File: config.mk
export PLATFORM = sky130hd
export DESIGN_NAME = board_mem_arbiter
export DESIGN_NICKNAME = d
export VERILOG_FILES = /design/src/rtl/board_pkg.sv /design/src/rtl/req_priority_sel.sv /design/src/rtl/board_mem_arbiter.sv
export SDC_FILE = /design/constraint.sdc
export NUM_CORES = 1
export LEC_CHECK = 0
export ABC_AREA = 1
export ABC_CLOCK_PERIOD_IN_PS = 1400
export BUFFER_PORTS_ARGS = -buffer_cell sky130_fd_sc_hd__buf_2
export CAP_MARGIN = 10
export CORE_MARGIN = 2
export CORE_UTILIZATION = 30
export DETAILED_ROUTE_END_ITERATION = 10
export PLACE_DENSITY = 0.52
export SLEW_MARGIN = 5
export SYNTH_ARGS = -nofsm -noshare
export SYNTH_HDL_FRONTEND = slang
export SYNTH_SLANG_ARGS = --single-unit
File: constraint.sdc
create_clock -name clk -period 1.4 [get_ports clk]
set_input_delay 0.07 -clock clk [delete_from_list [all_inputs] [get_ports clk]]
set_output_delay 0.07 -clock clk [all_outputs]
set_load 0.03 [all_outputs]
File: src/rtl/board_pkg.sv
// Shared constants and types for the mine-board memory arbiter.
package board_pkg;

  localparam int ADDR_W    = 8;
  localparam int NUM_CELLS = 256;
  localparam int RD_LAT    = 1;

  typedef enum logic [1:0] {
    REQ_DISP  = 2'd0,
    REQ_PLACE = 2'd1,
    REQ_CNT   = 2'd2,
    REQ_NONE  = 2'd3
  } req_id_t;

  typedef enum logic {
    ST_ARB   = 1'b0,
    ST_CLEAR = 1'b1
  } arb_state_t;

  // The requester after the one just served becomes highest priority.
  function automatic req_id_t next_ptr(input req_id_t id);
    case (id)
      REQ_DISP:  return REQ_PLACE;
      REQ_PLACE: return REQ_CNT;
      default:   return REQ_DISP;
    endcase
  endfunction

  function automatic req_id_t onehot_to_id(input logic [2:0] oh);
    case (oh)
      3'b001:  return REQ_DISP;
      3'b010:  return REQ_PLACE;
      3'b100:  return REQ_CNT;
      default: return REQ_NONE;
    endcase
  endfunction

endpackage

File: src/rtl/req_priority_sel.sv
// Combinational one-hot grant select: searches req starting at the
// requester named by ptr, wrapping DISP -> PLACE -> CNT -> DISP.
module req_priority_sel
  import board_pkg::*;
(
  input  logic [2:0] req,
  input  req_id_t    ptr,
  output logic [2:0] gnt
);

  always_comb begin
    logic       found;
    logic [1:0] idx;
    gnt   = '0;
    found = 1'b0;
    idx   = '0;
    for (int k = 0; k < 3; k++) begin
      idx = 2'((int'(ptr) + k) % 3);
      if (!found && req[idx]) begin
        gnt[idx] = 1'b1;
        found    = 1'b1;
      end
    end
  end

endmodule

File: src/rtl/board_mem_arbiter.sv
// Single-port board memory arbiter with board-clear sequencer.
// Define ARB_ROUND_ROBIN_EN for rotating priority; otherwise DISP > PLACE > CNT.
module board_mem_arbiter
  import board_pkg::*;
#(
  parameter int ADDR_W    = board_pkg::ADDR_W,
  parameter int NUM_CELLS = board_pkg::NUM_CELLS,
  parameter int RD_LAT    = board_pkg::RD_LAT
) (
  input  logic              clk,
  input  logic              rst,
  input  logic              clear_start,
  output logic              clear_busy,
  output logic              clear_done,
  input  logic              d_req,
  input  logic [ADDR_W-1:0] d_addr,
  output logic              d_gnt,
  output logic              d_rvalid,
  input  logic              p_req,
  input  logic              p_we,
  input  logic [ADDR_W-1:0] p_addr,
  input  logic              p_wdata,
  output logic              p_gnt,
  output logic              p_rvalid,
  input  logic              c_req,
  input  logic [ADDR_W-1:0] c_addr,
  output logic              c_gnt,
  output logic              c_rvalid,
  output logic              rdata,
  output logic [ADDR_W-1:0] mem_addr,
  output logic              mem_data,
  output logic              mem_wren,
  input  logic              mem_q
);

  localparam int PIPE_D = 1 + RD_LAT;
  localparam logic [ADDR_W-1:0] LAST_CELL = ADDR_W'(NUM_CELLS - 1);

  arb_state_t        state_reg, state_next;
  logic [ADDR_W-1:0] clr_cnt_reg;
  logic              clear_done_reg;
  logic              grant_en;
  logic              clr_last;
  logic [2:0]        sel_gnt;
  logic [2:0]        gnt;
  req_id_t           sel_ptr;
  logic [ADDR_W-1:0] hs_addr;
  logic              hs_we;
  logic              hs_data;
  req_id_t           hs_tag;
  req_id_t           tag_pipe_reg [PIPE_D];

  assign clr_last = (clr_cnt_reg == LAST_CELL);

  // State register
  always_ff @(posedge clk) begin
    if (rst) state_reg <= ST_ARB;
    else     state_reg <= state_next;
  end

  // Next-state logic
  always_comb begin
    state_next = state_reg;
    case (state_reg)
      ST_ARB:   if (clear_start) state_next = ST_CLEAR;
      ST_CLEAR: if (clr_last)    state_next = ST_ARB;
      default:  state_next = ST_ARB;
    endcase
  end

  // Output logic; the clear_done cycle carries the final clear write, so
  // grants resume one cycle later.
  always_comb begin
    grant_en   = 1'b0;
    clear_busy = 1'b0;
    case (state_reg)
      ST_ARB:   grant_en   = !clear_start && !clear_done_reg;
      ST_CLEAR: clear_busy = 1'b1;
      default:  grant_en   = 1'b0;
    endcase
  end

`ifdef ARB_ROUND_ROBIN_EN
  req_id_t ptr_reg;
  always_ff @(posedge clk) begin
    if (rst)       ptr_reg <= REQ_DISP;
    else if (|gnt) ptr_reg <= next_ptr(onehot_to_id(gnt));
  end
  assign sel_ptr = ptr_reg;
`else
  assign sel_ptr = REQ_DISP;
`endif

  req_priority_sel u_sel (
    .req (({c_req, p_req, d_req})),
    .ptr (sel_ptr),
    .gnt (sel_gnt)
  );

  assign gnt   = grant_en ? sel_gnt : 3'b000;
  assign d_gnt = gnt[0];
  assign p_gnt = gnt[1];
  assign c_gnt = gnt[2];

  always_comb begin
    hs_addr = '0;
    hs_we   = 1'b0;
    hs_data = 1'b0;
    hs_tag  = REQ_NONE;
    case (gnt)
      3'b001: begin hs_addr = d_addr; hs_tag = REQ_DISP; end
      3'b010: begin
        hs_addr = p_addr;
        hs_we   = p_we;
        hs_data = p_wdata;
        hs_tag  = p_we ? REQ_NONE : REQ_PLACE;
      end
      3'b100: begin hs_addr = c_addr; hs_tag = REQ_CNT; end
      default: hs_tag = REQ_NONE;
    endcase
  end

  // Memory command register: the clear sweep owns the port while in CLEAR.
  always_ff @(posedge clk) begin
    if (rst) begin
      mem_addr <= '0;
      mem_data <= 1'b0;
      mem_wren <= 1'b0;
    end else if (state_reg == ST_CLEAR) begin
      mem_addr <= clr_cnt_reg;
      mem_data <= 1'b0;
      mem_wren <= 1'b1;
    end else if (|gnt) begin
      mem_addr <= hs_addr;
      mem_data <= hs_data;
      mem_wren <= hs_we;
    end else begin
      mem_wren <= 1'b0;
    end
  end

  always_ff @(posedge clk) begin
    if (rst || state_reg != ST_CLEAR || clr_last) clr_cnt_reg <= '0;
    else                                          clr_cnt_reg <= clr_cnt_reg + 1'b1;
  end

  always_ff @(posedge clk) begin
    if (rst) clear_done_reg <= 1'b0;
    else     clear_done_reg <= (state_reg == ST_CLEAR) && clr_last;
  end
  assign clear_done = clear_done_reg;

  // Read tags travel alongside the memory latency so returns stay in order.
  always_ff @(posedge clk) begin
    if (rst) tag_pipe_reg[0] <= REQ_NONE;
    else     tag_pipe_reg[0] <= hs_tag;
  end

  generate
    for (genvar gi = 1; gi < PIPE_D; gi++) begin : g_tag_pipe
      always_ff @(posedge clk) begin
        if (rst) tag_pipe_reg[gi] <= REQ_NONE;
        else     tag_pipe_reg[gi] <= tag_pipe_reg[gi-1];
      end
    end
  endgenerate

  assign d_rvalid = (tag_pipe_reg[PIPE_D-1] == REQ_DISP);
  assign p_rvalid = (tag_pipe_reg[PIPE_D-1] == REQ_PLACE);
  assign c_rvalid = (tag_pipe_reg[PIPE_D-1] == REQ_CNT);
  assign rdata    = mem_q;

endmodule

Yosys cells after proc, flatten, opt, wreduce, memory -nomap -nowiden. Memories as Yosys holds them, arrays and structs flattened. Cells that the tools add are included.

Equal/unequal tests: 6. Reductions and logical operators: 14. Multiplexer cells: 25. $add $sub $neg: 1. Bitwise operators: 3.

Operator list (number): $pmux 8 s3 (1); $mux 8 (2); $mux 1 (14); $add 8x1->8 const B (1); $eq 8x8->1 const B (1); $mux 2 (4); $mux 3 (2); $pmux 2 s3 (1); $logic_and 1x1->1 (4); $logic_not 1->1 (4); $eq 3x1->1 const B (1); $eq 3x2->1 const B (1); $eq 3x3->1 const B (1); $reduce_or 3->1 (1); $eq 2x1->1 const B (1); $eq 2x2->1 const B (1); $logic_not 2->1 (1); $logic_or 1x1->1 (2); $or 1x1->1 (2); $pmux 1 s2 (1); $reduce_bool 2->1 (1); $reduce_or 2->1 (1); $not 1->1 (1).

Memories: 1. Logic and storage cells: 56. Memory bits (writable): 4. Input bits: 33. Flip-flop bits (word level): 20.

Memories: tag_pipe_reg (words 2, width 2, read ports 2, clocked after Yosys merged registers in 0, write ports 2, line board_mem_arbiter.sv:51) `req_id_t tag_pipe_reg [PIPE_D];`.

Logic depth before layout (Yosys ltp). Gate-level depths: netlist of run 1.

Depth after elaboration: 12. Mapped depth: 9. Gate-level depth less buffers: 8.

Cells and area by module. A second synthesis of run 1 with hierarchy kept.

Cell total of the unflattened synthesis: 213. Area total of the unflattened synthesis: 1466.4 sq um.

Modules (own cells, without submodules): board_mem_arbiter (area each 1233.7 sq um, cells an instance 171, times used 1); req_priority_sel (area each 232.7 sq um, cells an instance 42, times used 1).

Worst setup path before layout of run 1. OpenSTA, ideal clock, no wires.

Kind: reg-to-reg. Start point: register state_reg. End point: register mem_wren. Period minus slack after synthesis: 1419 ps. Slack: -19 ps. Cell stages (with the launch flop): 7. Arrival time: 1350 ps. Path buffers: 1. Data required time: 1331 ps. Cells stage by stage: dfxtp_1 > buf_6 > nor2_2 > nand2_2 > nor3_4 > nand2_1 > o21ai_1.

Word-level cells in the longest chain between the ends: 6. Elaborated cells on any way between the ends: 7.

Ends and longest elaborated chain: start, declared (line board_mem_arbiter.sv:39) `arb_state_t state_reg, state_next;`; start signal, assigned (line board_mem_arbiter.sv:58) `else state_reg <= state_next;`; $mux 1 (*) (line board_mem_arbiter.sv:76) `case (state_reg)`; $mux 3 (*) (line board_mem_arbiter.sv:100) `assign gnt = grant_en ? sel_gnt : 3'b000;`; via p_gnt (line board_mem_arbiter.sv:23) `output logic p_gnt,`; $eq 3x2->1 (line board_mem_arbiter.sv:110) `case (gnt)`; $mux 1 (line board_mem_arbiter.sv:110); $mux 1 (*) (line board_mem_arbiter.sv:133) `end else if (|gnt) begin`; $mux 1 (*) (line board_mem_arbiter.sv:129) `end else if (state_reg == ST_CLEAR) begin`; end signal, assigned (line board_mem_arbiter.sv:136) `mem_wren <= hs_we;`; end, declared (line board_mem_arbiter.sv:32) `output logic mem_wren,`.

Mark *: on every way through the listed nets, which the timed path passes. The rest lies on a longest branch. A chain may end at the register's enable or synchronous reset.

Worst setup path in the final report of run 1.
Start point: register state_reg. End point: output port c_gnt.

Word-level cells in the longest chain between the ends: 2.

Ends and longest elaborated chain: $mux 1 (line board_mem_arbiter.sv:76); $mux 3 (line board_mem_arbiter.sv:100); end, declared (line board_mem_arbiter.sv:27) `output logic c_gnt,`.

No other way between the ends.

==> results of run 1 <==
-- worst register-to-register path: stages, from the launching register on --
cell     delay, ns
dfxtp_4       0.42
inv_8         0.06
nand2_8       0.06
nor2_8        0.05
buf_12        0.13
buf_4         0.16
nand3_1       0.08
nand3_1       0.10
nor2_1        0.10
nor2_1        0.04
-- cell families (layout without fill, tap and decap cells) --
group | after synthesis | in the layout | share of synthesized area
xor gates and xnor gates | 1 | 1 | 0.00707
AOI/OAI and AO/OA | 6 | 6 | 0.0333
buffers and inverters | 21 | 84 | 0.0879
and+or+nand+nor | 121 | 121 | 0.474
DFF | 24 | 24 | 0.388
adders and majority gates | 1 | 1 | 0.0101
-- report_power, final --
part | switching, W | internal [W] | total [W]
registers | 0.0000256 | 0.000715 | 0.000740
clock network | 0.000218 | 0.000382 | 0.000600
logic | 0.000220 | 0.000154 | 0.000374
-- cell type report --
type / instances / area [µm²] / area share
flip-flops and latches: 24 / 488 / 0.276
clock buffers: 3 / 41.3 / 0.0233
repair buffers: 64 / 379 / 0.214
well taps: 50 / 62.6 / 0.0354
inverters: 16 / 68.8 / 0.0389
clock inverters: 1 / 30.0 / 0.0170
multi-input cells: 129 / 699 / 0.395
-- cells in the mapped netlist, types with 3 or more instances --
| master | count | area [µm²] |
|---|---|---|
| nor2_1 | 28 | 105 |
| nor2_2 | 4 | 25.0 |
| nand2_1 | 37 | 139 |
| nand3_1 | 38 | 190 |
| nand2_2 | 3 | 18.8 |
| dfxtp_1 | 24 | 480 |
| inv_1 | 12 | 45.0 |
| a21oi_1 | 3 | 15.0 |
-- per-layer routing --
metal	routed length (µm)	GRT usage
met1	1440	0.197
met2	1510	0.240
met3	152	0.0411
met4	13	0.0225
met5	0	0
-- per-stage QoR --
step | cells | hold slack (ns)
global placement | 272 | 0.140
global route | 287 | 0.0373
detailed placement | 272 | 0.140
floorplan | 174 | 0.177
CTS | 278 | 0.0310
finish | 287 | 0.0378
-- repair_timing --
item                                    4_1_cts  5_1_grt
endpoints found under the setup margin       10       12
setup buffers                                 2        9
resized for setup                             6        9
pin swaps                                     0        7
-- worst min path at each step --
stage                        from            endpoint  slack, ns
after global routing      p_wdata            mem_data       0.04
after detailed placement    mem_q               rdata       0.14
after global placement      mem_q               rdata       0.14
after CTS                 p_wdata            mem_data       0.03
final                     p_wdata            mem_data       0.04
after floorplan               rst  tag_pipe_reg[1][1]       0.18
==> qor.txt, run 1 <==
Netlist cell types -> 28
r2r startpoint -> state_reg
yosys warns -> 0
startpoint types -> flip-flop
Min Clock Period, post-route -> 1.34 ns
# diodes -> 0
pre-CTS setup slack -> 0.00230 ns
Post-Syn Instances -> 174
Slowest cell on crit path -> dfxtp_4
drt total wl -> 3120 µm
CTS root buffer -> clkbuf_8
worst-path fanout max -> 7
CTS max path bufs -> 2
total grt overflow -> 0
Rows -> 23
Reg2Reg Capture Point -> mem_addr[1]
register area share after synthesis -> 0.388
TritonCTS clock tree -> yes
vias in the first global route -> 1139
crit path kind -> reg2out
clock slew at reported path FFs -> 0.09 ns
Crit path largest cell delay -> 0.39 ns
Die Ht -> 68.3 µm
die area -> 4660 µm²
# hold bufs at CTS -> 0
Crit path depth -> 7
power density over cell area -> 969 nW/µm²
DRC Markers -> 0
Finished Cell Area -> 1770 µm²
Worst Hold Depth -> 3
peak supply drop -> 0.480 mV
maximum clock rate -> 0.749 GHz
Core Util, Final -> 0.442
RSZ-0062 raised after global routing -> yes
Worst slew margin -> 0.799
most common cell after layout, fill and taps aside -> buf_2
syn_area_per_cell -> 7.12 µm²
routed vias -> 1279
post-route setup slack -> 0.0647 ns
DRT Pass-1 Iters -> 5
Slew Viols, Final -> 0
Fill cells -> 446
Lkg Pwr -> 0.871 nW
DRT iter0 DRCs -> 51
H-tree Lvls -> 1
port bufs -> 49
Worst Hold Class -> in2reg
P&R area growth vs syn -> 42.8%
max-cap check violation count -> 0
skew final -> 0.00845 ns
CTS Sinks -> 24
CTS Buf Count -> 3
Crit path buffers/inverters -> 4
Tot Pwr -> 0.00171 W
crit path from -> state_reg
initial antenna violation count -> 0
status -> complete, no violations
Crit path arrival time -> 1.27 ns
asr flop ratio synth -> 0
crit end category -> output port
worst-margin pin slew -> 0.300 ns
Setup TNS -> 0 ns
Worst EP required -> 1.33 ns
r2r worst-path depth -> 9
reg2reg setup slack -> 0.09 ns
worst path cell trace -> inv_8 -> nand2_8 -> nor2_8 -> buf_12 -> nand2_2 -> inv_2 -> buf_6
post-route ant nets -> 0
hpwl dp -> 2360 µm
Worst setup endpoint -> c_gnt
commonest non-fill, non-tap cells in the layout -> 47 x buf_2, 36 x nand3_1, 36 x nand2_1, 28 x nor2_1, 20 x dfxtp_1
global-route wire length before repair -> 5130 µm
Post-Syn Nets -> 208
post-synthesis register bit count -> 24
Total Routing Usage GR -> 0.147
drt wl/cell -> 10.9 µm
core area -> 4000 µm²
dpl cell area -> 1560 µm²
Clk Latency, worst-skew pair -> 0.27 ns
Die X -> 68.3 µm
Most used DFF post-synth -> dfxtp_1
largest net degree at the start of global routing -> 19
routability cong. -> 0.751
vias per cell -> 4.46
Post-synth EDFFs -> 0
largest delay contributor family on the critical path -> flip-flops
Initial Util -> 0.310
# setup viols final -> 0
final hold vios -> 0
Nets -> 272
Synth Cell Area -> 1240 µm²
layout cells sized above 1 -> 0.409
final period utilization -> 0.954
IO Pins -> 52
(Power assumes the default switching activity.)
==> run 2: changes to the inputs <==
- ABC_CLOCK_PERIOD_IN_PS: 1400 -> 1090
- CAP_MARGIN: 10 -> unset
- GPL_TIMING_DRIVEN: unset -> 0
- PLACE_DENSITY: 0.52 -> 0.54
- clock period: 1.4 -> 1.09 ns (I/O delays scaled with it)
==> run 2 against run 1 <==
The flow now finishes with violations (setup timing). Via count shrank 0.78%. Routed wire length shrank 1.2%. Cell count increased by 1.4%. Combinational power increased by 37%. First-iteration DRC count is 37% lower. Largest cell class unchanged. Largest power group unchanged.
==> qor.txt, run 2 (synthesis results as in run 1) <==
startpoint types -> flip-flop (unchanged)
DRT iter0 DRCs -> 32 (was 51)
Comb power frac -> 0.258 (was 0.218)
worst-margin pin slew -> 0.600 ns (was 0.300 ns)
Clock power frac -> 0.269 (was 0.350)
post-route ant nets -> 0 (unchanged)
hpwl dp -> 2310 µm (was 2360 µm)
reg2reg setup slack -> -0.16 ns (was 0.09 ns)
routed vias -> 1269 (was 1279)
drt wl/cell -> 10.6 µm (was 10.9 µm)
IO Pins -> 52 (unchanged)
# diodes -> 0 (unchanged)
Lkg Pwr -> 0.904 nW (was 0.871 nW)
maximum clock rate -> 0.795 GHz
vias in the first global route -> 1201 (was 1139)
met2 routed WL -> 1410 µm (was 1510 µm)
Die X -> 68.3 µm (unchanged)
uppermost layer routed -> met4 (unchanged)
# setup viols final -> 25 (was 0)
clock slew at reported path FFs -> 0.08 ns (was 0.09 ns)
layout cells sized above 1 -> 0.473 (was 0.409)
sum of routed wire segments on met1 -> 1480 µm (was 1440 µm)
Worst Hold Class -> in2reg (unchanged)
initial antenna violation count -> 0 (unchanged)
DRT Pass-1 Iters -> 4 (was 5)
worst path cell trace -> inv_6 -> nand2_4 -> nor2_8 -> buf_8 -> nand2_4 -> inv_6 -> buf_6 (was inv_8 -> nand2_8 -> nor2_8 -> buf_12 -> nand2_2 -> inv_2 -> buf_6)
Total Routing Usage GR -> 0.144 (was 0.147)
Crit path arrival time -> 1.20 ns (was 1.27 ns)
routability cong. -> 0.741 (was 0.751)
DRC Markers -> 0 (unchanged)
Initial Util -> 0.310 (unchanged)
Int Power -> 0.00138 W (was 0.00125 W)
RSZ-0062 raised after global routing -> yes (unchanged)
CTS Buf Count -> 3 (unchanged)
dpl cell area -> 1600 µm² (was 1560 µm²)
met3 WL post-DR -> 161 µm (was 152 µm)
H-tree Lvls -> 1 (unchanged)
peak supply drop -> 0.479 mV (was 0.480 mV)
crit end category -> output port (unchanged)
Die Ht -> 68.3 µm (unchanged)
total grt overflow -> 0 (unchanged)
post-route setup slack -> -0.168 ns (was 0.0647 ns)
P&R area growth vs syn -> 51.5% (was 42.8%)
final period utilization -> 1.15
core area -> 4000 µm² (unchanged)
CTS max path bufs -> 2 (unchanged)
commonest non-fill, non-tap cells in the layout -> 48 x buf_2, 35 x nand2_1, 31 x nand3_1, 24 x nor2_1, 18 x dfxtp_1 (was 47 x buf_2, 36 x nand3_1, 36 x nand2_1, 28 x nor2_1, 20 x dfxtp_1)
pre-CTS setup slack -> -0.298 ns (was 0.00230 ns)
port bufs -> 50 (was 49)
Slowest cell on crit path -> dfxtp_4 (unchanged)
die area -> 4660 µm² (unchanged)
largest net degree at the start of global routing -> 14 (was 19)
Worst EP required -> 1.04 ns (was 1.33 ns)
Slew Viols, Final -> 0 (unchanged)
worst-path fanout max -> 4 (was 7)
final hold vios -> 0 (unchanged)
Finished Cell Area -> 1880 µm² (was 1770 µm²)
most common cell after layout, fill and taps aside -> buf_2 (unchanged)
Nets -> 276 (was 272)
global-route wire length before repair -> 5160 µm (was 5130 µm)
drt total wl -> 3080 µm (was 3120 µm)
Crit path largest cell delay -> 0.38 ns (was 0.39 ns)
max-cap check violation count -> 0 (unchanged)
CTS Sinks -> 24 (unchanged)
power density over cell area -> 1060 nW/µm² (was 969 nW/µm²)
Flop pwr share -> 0.473 (was 0.432)
status -> complete, but fails checks (was complete, no violations)
Tot Pwr -> 0.00199 W (was 0.00171 W)
Clk Latency, worst-skew pair -> 0.26 ns (was 0.27 ns)
Min Clock Period, post-route -> 1.26 ns
CTS root buffer -> clkbuf_8 (unchanged)
TritonCTS clock tree -> yes (unchanged)
# hold bufs at CTS -> 0 (unchanged)
vias per cell -> 4.36 (was 4.46)
Sw Share -> 0.304 (was 0.270)
skew final -> 0.00135 ns (was 0.00845 ns)
crit path kind -> reg2out (unchanged)
Worst slew margin -> 0.599 (was 0.799)
Rows -> 23 (unchanged)
failing checks -> setup timing
Core Util, Final -> 0.469 (was 0.442)
Switching Power -> 0.000604 W (was 0.000463 W)
-- run 2: changes by cell type in the layout (fill, tap and decap cells not counted), sizes merged --
cell    delta
bufinv     -1
buf        +3
clkbuf     +2
-- run 2: area by class of cell --
class | instances | area, µm²
fill | 397 | 2120
multi-input combinational | 129 | 753
sequential | 24 | 500
timing repair buffer | 64 | 413
inverter | 16 | 71.3
tap | 50 | 62.6
clock buffer | 4 | 45.0
buffer | 4 | 31.3
-- run 2: worst max-delay path: cells and delay by family, from the launching register on --
family / cells / cell delay (ns)
buffers and inverters: 4 / 0.34
DFF: 1 / 0.38
and+or+nand+nor: 3 / 0.20
-- run 2: per-layer routing --
layer,vias up,GRT usage
met1,539,0.191
met4,0,0.0450
li1,690,-
met3,2,0.0197
met2,38,0.242
met5,-,0
-- run 2: worst paths after layout --
| path | from | to | depth (start not counted) |
|---|---|---|---|
| setup reg to reg | clr_cnt_reg[0] | state_reg | 6 |
| hold / removal | p_wdata | mem_data | 3 |
| setup / recovery | state_reg | c_gnt | 7 |
| hold reg to reg | tag_pipe_reg[0][1] | tag_pipe_reg[1][1] | 1 |
-- run 2: timing repair --
action,in CTS,in global routing
endpoints found under the setup margin,25,25
setup buffers,11,3
pin swaps,10,2
gates resized for setup,24,12
-- run 2: power by group through the flow --
stage / sequential, W / clock, W / combinational, W
2_1_floorplan: 0.00102 / 0 / 0.000247
4_1_cts: 0.000944 / 0.000554 / 0.000497
5_1_grt: 0.000946 / 0.000574 / 0.000558
6_report: 0.000941 / 0.000535 / 0.000512
3_5_place_dp: 0.000962 / 0 / 0.000447
3_3_place_gp: 0.000961 / 0 / 0.000449
-- run 2: through the flow --
stage,std cells,setup TNS [ns],hold WS [ns]
2_1_floorplan,174,-3.39,0.156
3_3_place_gp,274,-5.24,0.317
3_5_place_dp,274,-5.28,0.307
4_1_cts,288,-2.85,0.0296
5_1_grt,291,-4.77,0.0518
6_report,291,-2.87,0.0362
